### src/rtl/pwm_capture_if.sv
// Signal bundle between a PWM source/consumer and pwm_capture.
// master drives pwm_in and reads results; slave is the capture block.
interface pwm_capture_if #(
    parameter int unsigned CNT_W = 16
);
    logic             pwm_in;
    logic [CNT_W-1:0] period_len;
    logic [CNT_W-1:0] high_len;
    logic [3:0]       duty_tenths;
    logic             meas_valid;
    logic             signal_static;
    logic             overrun;

    modport master (
        output pwm_in,
        input  period_len, high_len, duty_tenths, meas_valid, signal_static, overrun
    );

    modport slave (
        input  pwm_in,
        output period_len, high_len, duty_tenths, meas_valid, signal_static, overrun
    );
endinterface

### src/rtl/pwm_capture.sv
// PWM capture: measures period/high time of an async PWM input and reports duty in tenths.
// Optional 3-sample glitch filter enabled by defining PWM_CAPTURE_GLITCH_FILTER_EN.
module pwm_capture #(
    parameter int unsigned CNT_W   = 16,
    parameter int unsigned TIMEOUT = 1000
) (
    input  logic         clk,
    input  logic         rst_n,
    pwm_capture_if.slave bus
);
    localparam int unsigned    REM_W = CNT_W + 4;
    localparam logic [CNT_W-1:0] TMO = CNT_W'(TIMEOUT);
    localparam logic [3:0]    LAST_ITER = 4'd9;

    typedef enum logic {ST_IDLE, ST_DIVIDE} state_t;

    state_t state_q, state_d;

    logic             s1_q, s1_d, s2_q, s2_d, s3_q, s3_d;
    logic             lvl_c, rise_c, start_c, last_iter_c, timeout_c;
    logic [CNT_W-1:0] pcnt_q, pcnt_d, hcnt_q, hcnt_d;
    logic             armed_q, armed_d;
    logic [CNT_W-1:0] per_q, per_d, hi_q, hi_d;
    logic [REM_W-1:0] rem_q, rem_d;
    logic [3:0]       quo_q, quo_d, iter_q, iter_d;
    logic [CNT_W-1:0] period_q, period_d, high_q, high_d;
    logic [3:0]       duty_q, duty_d;
    logic             valid_q, valid_d, static_q, static_d, ovr_q, ovr_d;

`ifdef PWM_CAPTURE_GLITCH_FILTER_EN
    // Level follows s2 only after three equal consecutive samples.
    logic h1_q, h1_d, h2_q, h2_d, filt_q, filt_d;

    always_comb begin
        h1_d   = s2_q;
        h2_d   = h1_q;
        lvl_c  = ((s2_q == h1_q) && (h1_q == h2_q)) ? s2_q : filt_q;
        filt_d = lvl_c;
    end

    always_ff @(posedge clk or negedge rst_n) begin
        if (!rst_n) begin
            h1_q   <= 1'b0;
            h2_q   <= 1'b0;
            filt_q <= 1'b0;
        end else begin
            h1_q   <= h1_d;
            h2_q   <= h2_d;
            filt_q <= filt_d;
        end
    end
`else
    assign lvl_c = s2_q;
`endif

    assign rise_c      = lvl_c & ~s3_q;
    assign start_c     = (state_q == ST_IDLE) && rise_c && armed_q;
    assign last_iter_c = (state_q == ST_DIVIDE) && (iter_q == LAST_ITER);
    // A rise in the same cycle as saturation is a valid (long) period, not a timeout.
    assign timeout_c   = armed_q && (state_q == ST_IDLE) && !rise_c && (pcnt_q == TMO);

    always_ff @(posedge clk or negedge rst_n) begin
        if (!rst_n) state_q <= ST_IDLE;
        else        state_q <= state_d;
    end

    always_comb begin
        state_d = state_q;
        case (state_q)
            ST_IDLE:   if (start_c)     state_d = ST_DIVIDE;
            ST_DIVIDE: if (last_iter_c) state_d = ST_IDLE;
        endcase
    end

    always_comb begin
        s1_d     = bus.pwm_in;
        s2_d     = s1_q;
        s3_d     = lvl_c;
        pcnt_d   = rise_c ? CNT_W'(1) : ((pcnt_q == TMO) ? pcnt_q : pcnt_q + CNT_W'(1));
        hcnt_d   = rise_c ? CNT_W'(1) :
                   ((lvl_c && (hcnt_q != TMO)) ? hcnt_q + CNT_W'(1) : hcnt_q);
        armed_d  = armed_q;
        per_d    = per_q;
        hi_d     = hi_q;
        rem_d    = rem_q;
        quo_d    = quo_q;
        iter_d   = iter_q;
        period_d = period_q;
        high_d   = high_q;
        duty_d   = duty_q;
        static_d = static_q;
        valid_d  = 1'b0;
        ovr_d    = 1'b0;

        if (rise_c && !armed_q) begin
            armed_d  = 1'b1;
            static_d = 1'b0;
        end

        if (timeout_c) begin
            armed_d  = 1'b0;
            static_d = 1'b1;
            period_d = '0;
            high_d   = '0;
            duty_d   = lvl_c ? 4'd10 : 4'd0;
            valid_d  = 1'b1;
        end

        case (state_q)
            ST_IDLE: begin
                if (start_c) begin
                    per_d  = pcnt_q;
                    hi_d   = hcnt_q;
                    rem_d  = REM_W'(hcnt_q) * REM_W'(10) + REM_W'(pcnt_q >> 1);
                    quo_d  = 4'd0;
                    iter_d = 4'd0;
                end
            end
            ST_DIVIDE: begin
                ovr_d = rise_c;
                if (rem_q >= REM_W'(per_q)) begin
                    rem_d = rem_q - REM_W'(per_q);
                    quo_d = quo_q + 4'd1;
                end
                iter_d = iter_q + 4'd1;
                if (last_iter_c) begin
                    period_d = per_q;
                    high_d   = hi_q;
                    duty_d   = quo_d;
                    valid_d  = 1'b1;
                end
            end
        endcase
    end

    always_ff @(posedge clk or negedge rst_n) begin
        if (!rst_n) begin
            s1_q     <= 1'b0;
            s2_q     <= 1'b0;
            s3_q     <= 1'b0;
            pcnt_q   <= '0;
            hcnt_q   <= '0;
            armed_q  <= 1'b0;
            per_q    <= '0;
            hi_q     <= '0;
            rem_q    <= '0;
            quo_q    <= '0;
            iter_q   <= '0;
            period_q <= '0;
            high_q   <= '0;
            duty_q   <= '0;
            valid_q  <= 1'b0;
            static_q <= 1'b0;
            ovr_q    <= 1'b0;
        end else begin
            s1_q     <= s1_d;
            s2_q     <= s2_d;
            s3_q     <= s3_d;
            pcnt_q   <= pcnt_d;
            hcnt_q   <= hcnt_d;
            armed_q  <= armed_d;
            per_q    <= per_d;
            hi_q     <= hi_d;
            rem_q    <= rem_d;
            quo_q    <= quo_d;
            iter_q   <= iter_d;
            period_q <= period_d;
            high_q   <= high_d;
            duty_q   <= duty_d;
            valid_q  <= valid_d;
            static_q <= static_d;
            ovr_q    <= ovr_d;
        end
    end

    assign bus.period_len    = period_q;
    assign bus.high_len      = high_q;
    assign bus.duty_tenths   = duty_q;
    assign bus.meas_valid    = valid_q;
    assign bus.signal_static = static_q;
    assign bus.overrun       = ovr_q;
endmodule

### src/flat_wrapper.sv
// flat-port wrapper written by rule: the top's interface ports become plain ports
module pwm_capture_flat 
#(
    parameter int unsigned CNT_W   = 16,
    parameter int unsigned TIMEOUT = 1000
)
  (clk, rst_n, bus_pwm_in, bus_period_len, bus_high_len, bus_duty_tenths, bus_meas_valid, bus_signal_static, bus_overrun);
  pwm_capture_if #(.CNT_W(CNT_W)) bus_i ();
  input  logic clk;
  input  logic rst_n;
  input wire logic [$bits(bus_i.pwm_in)-1:0] bus_pwm_in;
  output wire logic [$bits(bus_i.period_len)-1:0] bus_period_len;
  output wire logic [$bits(bus_i.high_len)-1:0] bus_high_len;
  output wire logic [$bits(bus_i.duty_tenths)-1:0] bus_duty_tenths;
  output wire logic [$bits(bus_i.meas_valid)-1:0] bus_meas_valid;
  output wire logic [$bits(bus_i.signal_static)-1:0] bus_signal_static;
  output wire logic [$bits(bus_i.overrun)-1:0] bus_overrun;
  assign bus_i.pwm_in = bus_pwm_in;
  assign bus_period_len = bus_i.period_len;
  assign bus_high_len = bus_i.high_len;
  assign bus_duty_tenths = bus_i.duty_tenths;
  assign bus_meas_valid = bus_i.meas_valid;
  assign bus_signal_static = bus_i.signal_static;
  assign bus_overrun = bus_i.overrun;
  pwm_capture #(.CNT_W(CNT_W), .TIMEOUT(TIMEOUT)) u_core (.clk(clk), .rst_n(rst_n), .bus(bus_i));
endmodule
### config.mk
export PLATFORM = sky130hd
export DESIGN_NAME = pwm_capture_flat
export DESIGN_NICKNAME = d
export VERILOG_FILES = /design/src/rtl/pwm_capture_if.sv /design/src/rtl/pwm_capture.sv /design/src/flat_wrapper.sv
export SDC_FILE = /design/constraint.sdc
export NUM_CORES = 1
export LEC_CHECK = 0
export ABC_AREA = 0
export BUFFER_PORTS_ARGS = -buffer_cell sky130_fd_sc_hd__buf_2
export CORE_MARGIN = 3
export CORE_UTILIZATION = 65
export DETAILED_ROUTE_END_ITERATION = 6
export MAX_ROUTING_LAYER = met4
export PLACE_DENSITY = 0.82
export SLEW_MARGIN = 5
export SYNTH_ARGS = -nofsm -noshare
export SYNTH_HDL_FRONTEND = slang
export SYNTH_SLANG_ARGS = --single-unit
export TNS_END_PERCENT = 10
### constraint.sdc
create_clock -name clk -period 5.28 [get_ports clk]
set_input_delay 1.584 -clock clk [delete_from_list [all_inputs] [get_ports clk]]
set_output_delay 1.584 -clock clk [all_outputs]
set_load 0.1 [all_outputs]
==> impl_metrics.toml, run 1 <==
[critical_path]
timing.rr.end = "u_core.rem_q[18]"
path_cells = "ha_1 > ha_1 > inv_1 > fa_1 > nor2b_1 > o31a_1 > a21oi_1 > ha_1 > nand4_1 > nor4_1 > o31ai_1 > o21ai_0 > a21o_1 > nand4_1 > xnor2_1 > o221ai_1"
cp_max_fo = 7
path_buf_inv = 1
r2r_start = "u_core.hcnt_q[3]"
required_ns = 5.56
slowest_delay_ns = 0.47
crit_type = "reg -> reg"
worst_setup_path_start_kind = "flop"
rrSetupSlack_ns = 1.16
cp_top_family = "adder cells"
crit_arrival_ns = 4.40
end_kind = "flop"
cp_common_cell = "ha_1"
ff2ff_path_depth = 16
slowest_stage = "dfrtp_1"

[cells_and_area]
antenna_cells = 0
layout.nets = 1017
drive_gt1_frac = 0.103
layout_common_cells = "168 x nand2_1, 136 x dfrtp_1, 74 x nor2_1, 67 x o21ai_0, 66 x ha_1"
area_delta_synth_final_pct = 11.6
fill_cells = 835
mostFrequentLayoutCell = "nand2_1"

[floorplanning]
ios = 42
die_width_um = 117
core_um2 = 12100
die_h_um = 117
num_rows = 40
dieArea_um2 = 13800
start_util = 0.669

[sta]
finalMaxSlewViolations = 0
clock_skew_ns = 0.00650
setup_viol = 0
max_slew.worst_pin.slew_ns = 0.941
worst_slew_margin_rel = 0.373
finalSetupTns_ns = 0
period_share = 0.780
worst_slack_ns = 1.16
rsz0062_at_grt = "no"
timing.fmax_ghz = 0.243
finalHoldViolations = 0
fin_crit_ns = 4.12

[synth]
yosys_warnings = 0
netlist_area_um2 = 8070
synth.largest_area_cell = "dfrtp_1"
postSynthCellCount = 914
synth_fp_nets = 986
syn_area_per_cell_um2 = 8.83
synth_area_leaders = "dfrtp_1 42%, ha_1 10%, nand2_1 7.8%, o21ai_0 4.2%, xnor2_1 3.6%"
synth_seq_area_share = 0.422
ys.flop_type = "dfrtp_1"
synth.top_cell.area_share = 0.422
synth-edff-count = 0
synth_cell_types = 62
synth-async-reset-ratio = 1.00
synth_seq_cells = 136

[detailed_routing]
wl_mm = 19.3
dr.pass1.iters = 5
detail_route.wl_per_cell_um = 17.2
vias = 6761
drt-initial-drc-count = 625
drc = 0
antenna_left = 0
viasPerCell = 6.00

[clocking]
postCtsResizedCells = 0
cts_made_buffers = 17
root_buffer = "clkbuf_16"
insertion_delay_ns = 0.42
cts_tree = "done"
clk_pin_slew_worst_paths_ns = 0.06
ctsHoldBuffers = 0
htreeDepth = 4
clkSinkCount = 136
cts_setup_buffers = 0
clk_path_buf_depth = 2

[place]
numPortBuffers = 41
dp_hpwl_mm = 13.5
pre_cts_slack_ns = 1.33
gp_congestion = 0.902

[min_path]
hold_depth = 0
min-delay-start = "u_core.s1_q"
min_to = "u_core.lvl_c"
hp-class = "reg -> reg"

[pwr]
p_per_area_nw_per_um2 = 507
leakage_nw = 4.33
peakVddDrop_mv = 0.224

[grt]
grt_pass1_wl_mm = 32.7
grt_pass1_vias = 6583
antenna_found_initial = 0
track_usage = 0.302
grt_overflow = 0
grt_max_degree = 73

[outcome]
outcome = "completed"

[flow_run]
cap_violations = 0
==> synth_stat cells (all sizes together) (8+ instances only) <==
master / n
nand4: 12
nor2: 76
nor3: 13
o22ai: 22
a21o: 9
a211oi: 8
o21ai: 69
and3: 8
buf: 12
xnor2: 33
xor2: 33
a21oi: 53
dfrtp: 136
inv: 45
clkbuf: 26
a31oi: 12
nand2b: 13
nand2: 168
ha: 66
nand3: 26
==> cell type report <==
cell class | instances | area, µm² | area share
multi-input cells | 695 | 4340 | 0.482
flip-flops and latches | 136 | 3400 | 0.378
clock buffers | 22 | 484 | 0.0538
repair buffers | 50 | 279 | 0.0310
well taps | 168 | 210 | 0.0233
inverters | 45 | 169 | 0.0188
clock inverters | 10 | 116 | 0.0129
==> routing by layer <==
metal	wire length, µm	GRT usage
met4	350	0.0990
met2	9010	0.461
met5	0	-
met1	8540	0.413
met3	1420	0.0564
==> how the worst max path moves through the flow <==
| stage | start | endpoint | cells past startpoint |
|---|---|---|---|
| 4_1_cts | u_core.hcnt_q[3] | u_core.rem_q[18] | 16 |
| 6_report | u_core.hcnt_q[3] | u_core.rem_q[18] | 16 |
| 3_5_place_dp | u_core.hcnt_q[3] | u_core.rem_q[18] | 16 |
| 3_3_place_gp | u_core.hcnt_q[3] | u_core.rem_q[18] | 16 |
| 2_1_floorplan | u_core.hcnt_q[3] | u_core.rem_q[18] | 17 |
| 5_1_grt | u_core.hcnt_q[3] | u_core.rem_q[18] | 16 |
==> kinds of logic after synthesis <==
group,count (synthesis),synth area share
xor gates and xnor gates,66,0.0716
and+or+nand+nor,347,0.194
AOI/OAI and AO/OA,209,0.156
muxes,4,0.00512
adders and majority gates,69,0.110
DFF,136,0.422
buffers and inverters,83,0.0414
==> sequential cells by signal (all words and copies together), names as in the netlist, 16 cells and up <==
signal,cells
u_core.bus.high_len,16
u_core.bus.period_len,16
u_core.hcnt_q,16
u_core.hi_q,16
u_core.pcnt_q,16
u_core.per_q,16
u_core.rem_q,20
==> power breakdown <==
part,switching (mW),internal (mW),leakage (nW),total (mW)
combinational,1.24,0.674,2.24,1.92
sequential,0.204,1.25,1.80,1.46
clock,0.449,0.746,0.293,1.19
total,1.90,2.67,4.33,4.57
==> worst reg2reg max path, stage by stage, from the launching register on <==
cell      delay [ns]
dfrtp_1         0.47
ha_1            0.32
ha_1            0.18
inv_1           0.06
fa_1            0.39
nor2b_1         0.15
o31a_1          0.21
a21oi_1         0.07
ha_1            0.40
nand4_1         0.16
nor4_1          0.36
o31ai_1         0.18
o21ai_0         0.33
a21o_1          0.21
nand4_1         0.12
xnor2_1         0.23
o221ai_1        0.14
==> per-stage QoR <==
stage / util / hold WS, ns / instance area, µm² / power (mW) / std cells
after floorplan: - / 0.331 / 8070 / 2.94 / 914
after global placement: 0.697 / 0.334 / 8410 / 3.30 / 1094
after detailed placement: 0.697 / 0.339 / 8410 / 3.34 / 1094
after CTS: 0.747 / 0.353 / 9010 / 4.56 / 1126
after global routing: 0.747 / 0.354 / 9010 / 4.87 / 1126
final: 0.747 / 0.349 / 9010 / 4.57 / 1126
Note: power is estimated with default switching activity, not from simulation.
==> run 2, diff against run 1 <==
--- a/config.mk
+++ b/config.mk
@@ -8,10 +8,10 @@
 export ABC_AREA = 0
 export BUFFER_PORTS_ARGS = -buffer_cell sky130_fd_sc_hd__buf_2
 export CORE_MARGIN = 3
-export CORE_UTILIZATION = 65
+export CORE_UTILIZATION = 62
 export DETAILED_ROUTE_END_ITERATION = 6
 export MAX_ROUTING_LAYER = met4
-export PLACE_DENSITY = 0.82
+export PLACE_DENSITY = 0.79
 export SLEW_MARGIN = 5
 export SYNTH_ARGS = -nofsm -noshare
 export SYNTH_HDL_FRONTEND = slang
==> constraint.sdc (replaced) <==
create_clock -name clk -period 4 [get_ports clk]
set_input_delay 1.2 -clock clk [delete_from_list [all_inputs] [get_ports clk]]
set_output_delay 1.2 -clock clk [all_outputs]
set_load 0.1 [all_outputs]
==> run 2 against run 1 <==
Fmax is 7.7% higher. Worst setup slack worse by 0.99 ns. Clock skew hardly changed. Via count is 0.37% lower. Utilization is 2.7 points lower. Final area is 1.3% higher. Cell count is 0.71% higher. Register-to-register slack worse by 0.99 ns. Non-clock buffer count is 5 higher. Global-route usage is 1.3 points lower. Routed wire length is 0.27% higher. Critical endpoint is now u_core.rem_q[17]. Largest cell class unchanged. Highest routed layer unchanged.
==> impl_metrics.toml, run 2 (same netlist as run 1, synthesis figures left out) <==
[sta]
max_slew.worst_pin.slew_ns = 0.817
worst_slew_margin_rel = 0.456
setup_viol = 0
finalMaxSlewViolations = 0
clock_skew_ns = 0.00692
fin_crit_ns = 3.83
worst_slack_ns = 0.173
finalHoldViolations = 0
rsz0062_at_grt = "yes"
period_share = 0.957
timing.fmax_ghz = 0.261

[critical_path]
end_kind = "flop"
crit_start = "u_core.hcnt_q[3]"
ff2ff_path_depth = 17
timing.rr.end = "u_core.rem_q[17]"
worst_setup_path_start_kind = "flop"
rrSetupSlack_ns = 0.17
cp_max_fo = 7
required_ns = 4.30
crit_arrival_ns = 4.12
cp-endpoint = "u_core.rem_q[17]"
r2r_start = "u_core.hcnt_q[3]"
crit_type = "reg -> reg"

[pwr]
p_seq_frac = 0.305
p_int_mw = 3.60
p_per_area_nw_per_um2 = 671
peakVddDrop_mv = 0.337
p_comb_frac = 0.425
leakage_nw = 4.37
pwr-share-clk = 0.270
power_mw = 6.12
p_sw_mw = 2.52
sw_frac_of_total = 0.412

[place]
pre_cts_slack_ns = 0.132
gp_congestion = 0.931
dp_hpwl_mm = 13.3
numPortBuffers = 41
placed_area_um2 = 8460

[clocking]
cts_tree = "done"
clkSinkCount = 136
clk_pin_slew_worst_paths_ns = 0.06
insertion_delay_ns = 0.43
clk_path_buf_depth = 2
htreeDepth = 4
cts_made_buffers = 17
root_buffer = "clkbuf_16"
ctsHoldBuffers = 0

[floorplanning]
ios = 42
die_h_um = 120
die_width_um = 120
core_um2 = 12700
start_util = 0.637
num_rows = 41
dieArea_um2 = 14400

[grt]
grt_overflow = 0
grt_pass1_vias = 6478
grt_pass1_wl_mm = 32.0
track_usage = 0.289
antenna_found_initial = 0
grt_max_degree = 91

[detailed_routing]
vias = 6736
antenna_left = 0
dr.pass1.iters = 6
wl_mm = 19.4
drt-initial-drc-count = 499
viasPerCell = 5.94
drc = 0
detail_route.wl_per_cell_um = 17.1

[cells_and_area]
layout_common_cells = "168 x nand2_1, 136 x dfrtp_1, 74 x nor2_1, 66 x o21ai_0, 66 x ha_1"
mostFrequentLayoutCell = "nand2_1"
largest_reg_flops = 20
design_area_um2 = 9120
antenna_cells = 0
area_delta_synth_final_pct = 13.1
largest_register = "u_core.rem_q"
layout.nets = 1022
finish.utilization = 0.720
drive_gt1_frac = 0.113

[min_path]
hp-class = "reg -> reg"
hold_depth = 0

[flow_run]
cap_violations = 0

[outcome]
outcome = "completed"
==> run 2: critical path, stage by stage (launching register included) <==
cell      delay [ns]
dfrtp_1         0.46
ha_1            0.32
ha_1            0.20
inv_1           0.07
fa_1            0.40
nor2b_1         0.16
o31a_1          0.21
o21a_1          0.13
nor2_1          0.04
xnor2_1         0.12
ha_1            0.35
a21boi_0        0.14
a31oi_1         0.28
a31oi_2         0.19
a31oi_4         0.21
nand3b_1        0.14
xor2_1          0.14
o221ai_1        0.12
==> run 2: per-layer routing <==
metal / global-route usage / up-vias / share of wire
li1: - / 3256 / -
met1: 0.393 / 3237 / 0.44
met2: 0.420 / 209 / 0.45
met3: 0.0844 / 34 / 0.078
met4: 0.0952 / 0 / 0.023
met5: - / - / 0
==> run 2: how the worst min path moves through the flow <==
stage / startpoint / endpoint / slack [ns]
floorplan: u_core.s1_q / u_core.lvl_c / 0.33
global placement: u_core.s1_q / u_core.lvl_c / 0.33
detailed placement: u_core.s1_q / u_core.lvl_c / 0.34
CTS: u_core.s1_q / u_core.lvl_c / 0.35
global route: u_core.s1_q / u_core.lvl_c / 0.37
finish: u_core.s1_q / u_core.lvl_c / 0.35
==> run 2: area by class of cell <==
| type | count | area (µm²) |
|---|---|---|
| fillers | 947 | 3550 |
| clock inverters | 10 | 140 |
| repair buffers | 55 | 329 |
| inverters | 45 | 169 |
| multi-input cells | 695 | 4390 |
| well taps | 172 | 215 |
| clock buffers | 21 | 480 |
| flip-flops and latches | 136 | 3400 |
==> run 2: power by group through the flow <==
stage          Clock, mW  Sequential [mW]  Combinational [mW]
2_1_floorplan          0             2.20                1.68
3_3_place_gp           0             1.88                2.51
3_5_place_dp           0             1.88                2.55
4_1_cts             1.67             1.86                2.58
5_1_grt             1.72             1.91                2.89
6_report            1.65             1.87                2.60
==> run 2: per-stage QoR <==
stage	setup TNS (ns)	instances	hold slack (ns)
after floorplan	0	914	0.331
after detailed placement	0	1102	0.341
final	0	1134	0.352
after global routing	-0.0278	1134	0.368
after global placement	0	1102	0.335
after CTS	0	1133	0.354
==> run 2: timing repair <==
action                                  in CTS  in global routing
gates resized for setup                      0                  7
setup buffers                                0                  1
endpoints found under the setup margin       0                  5
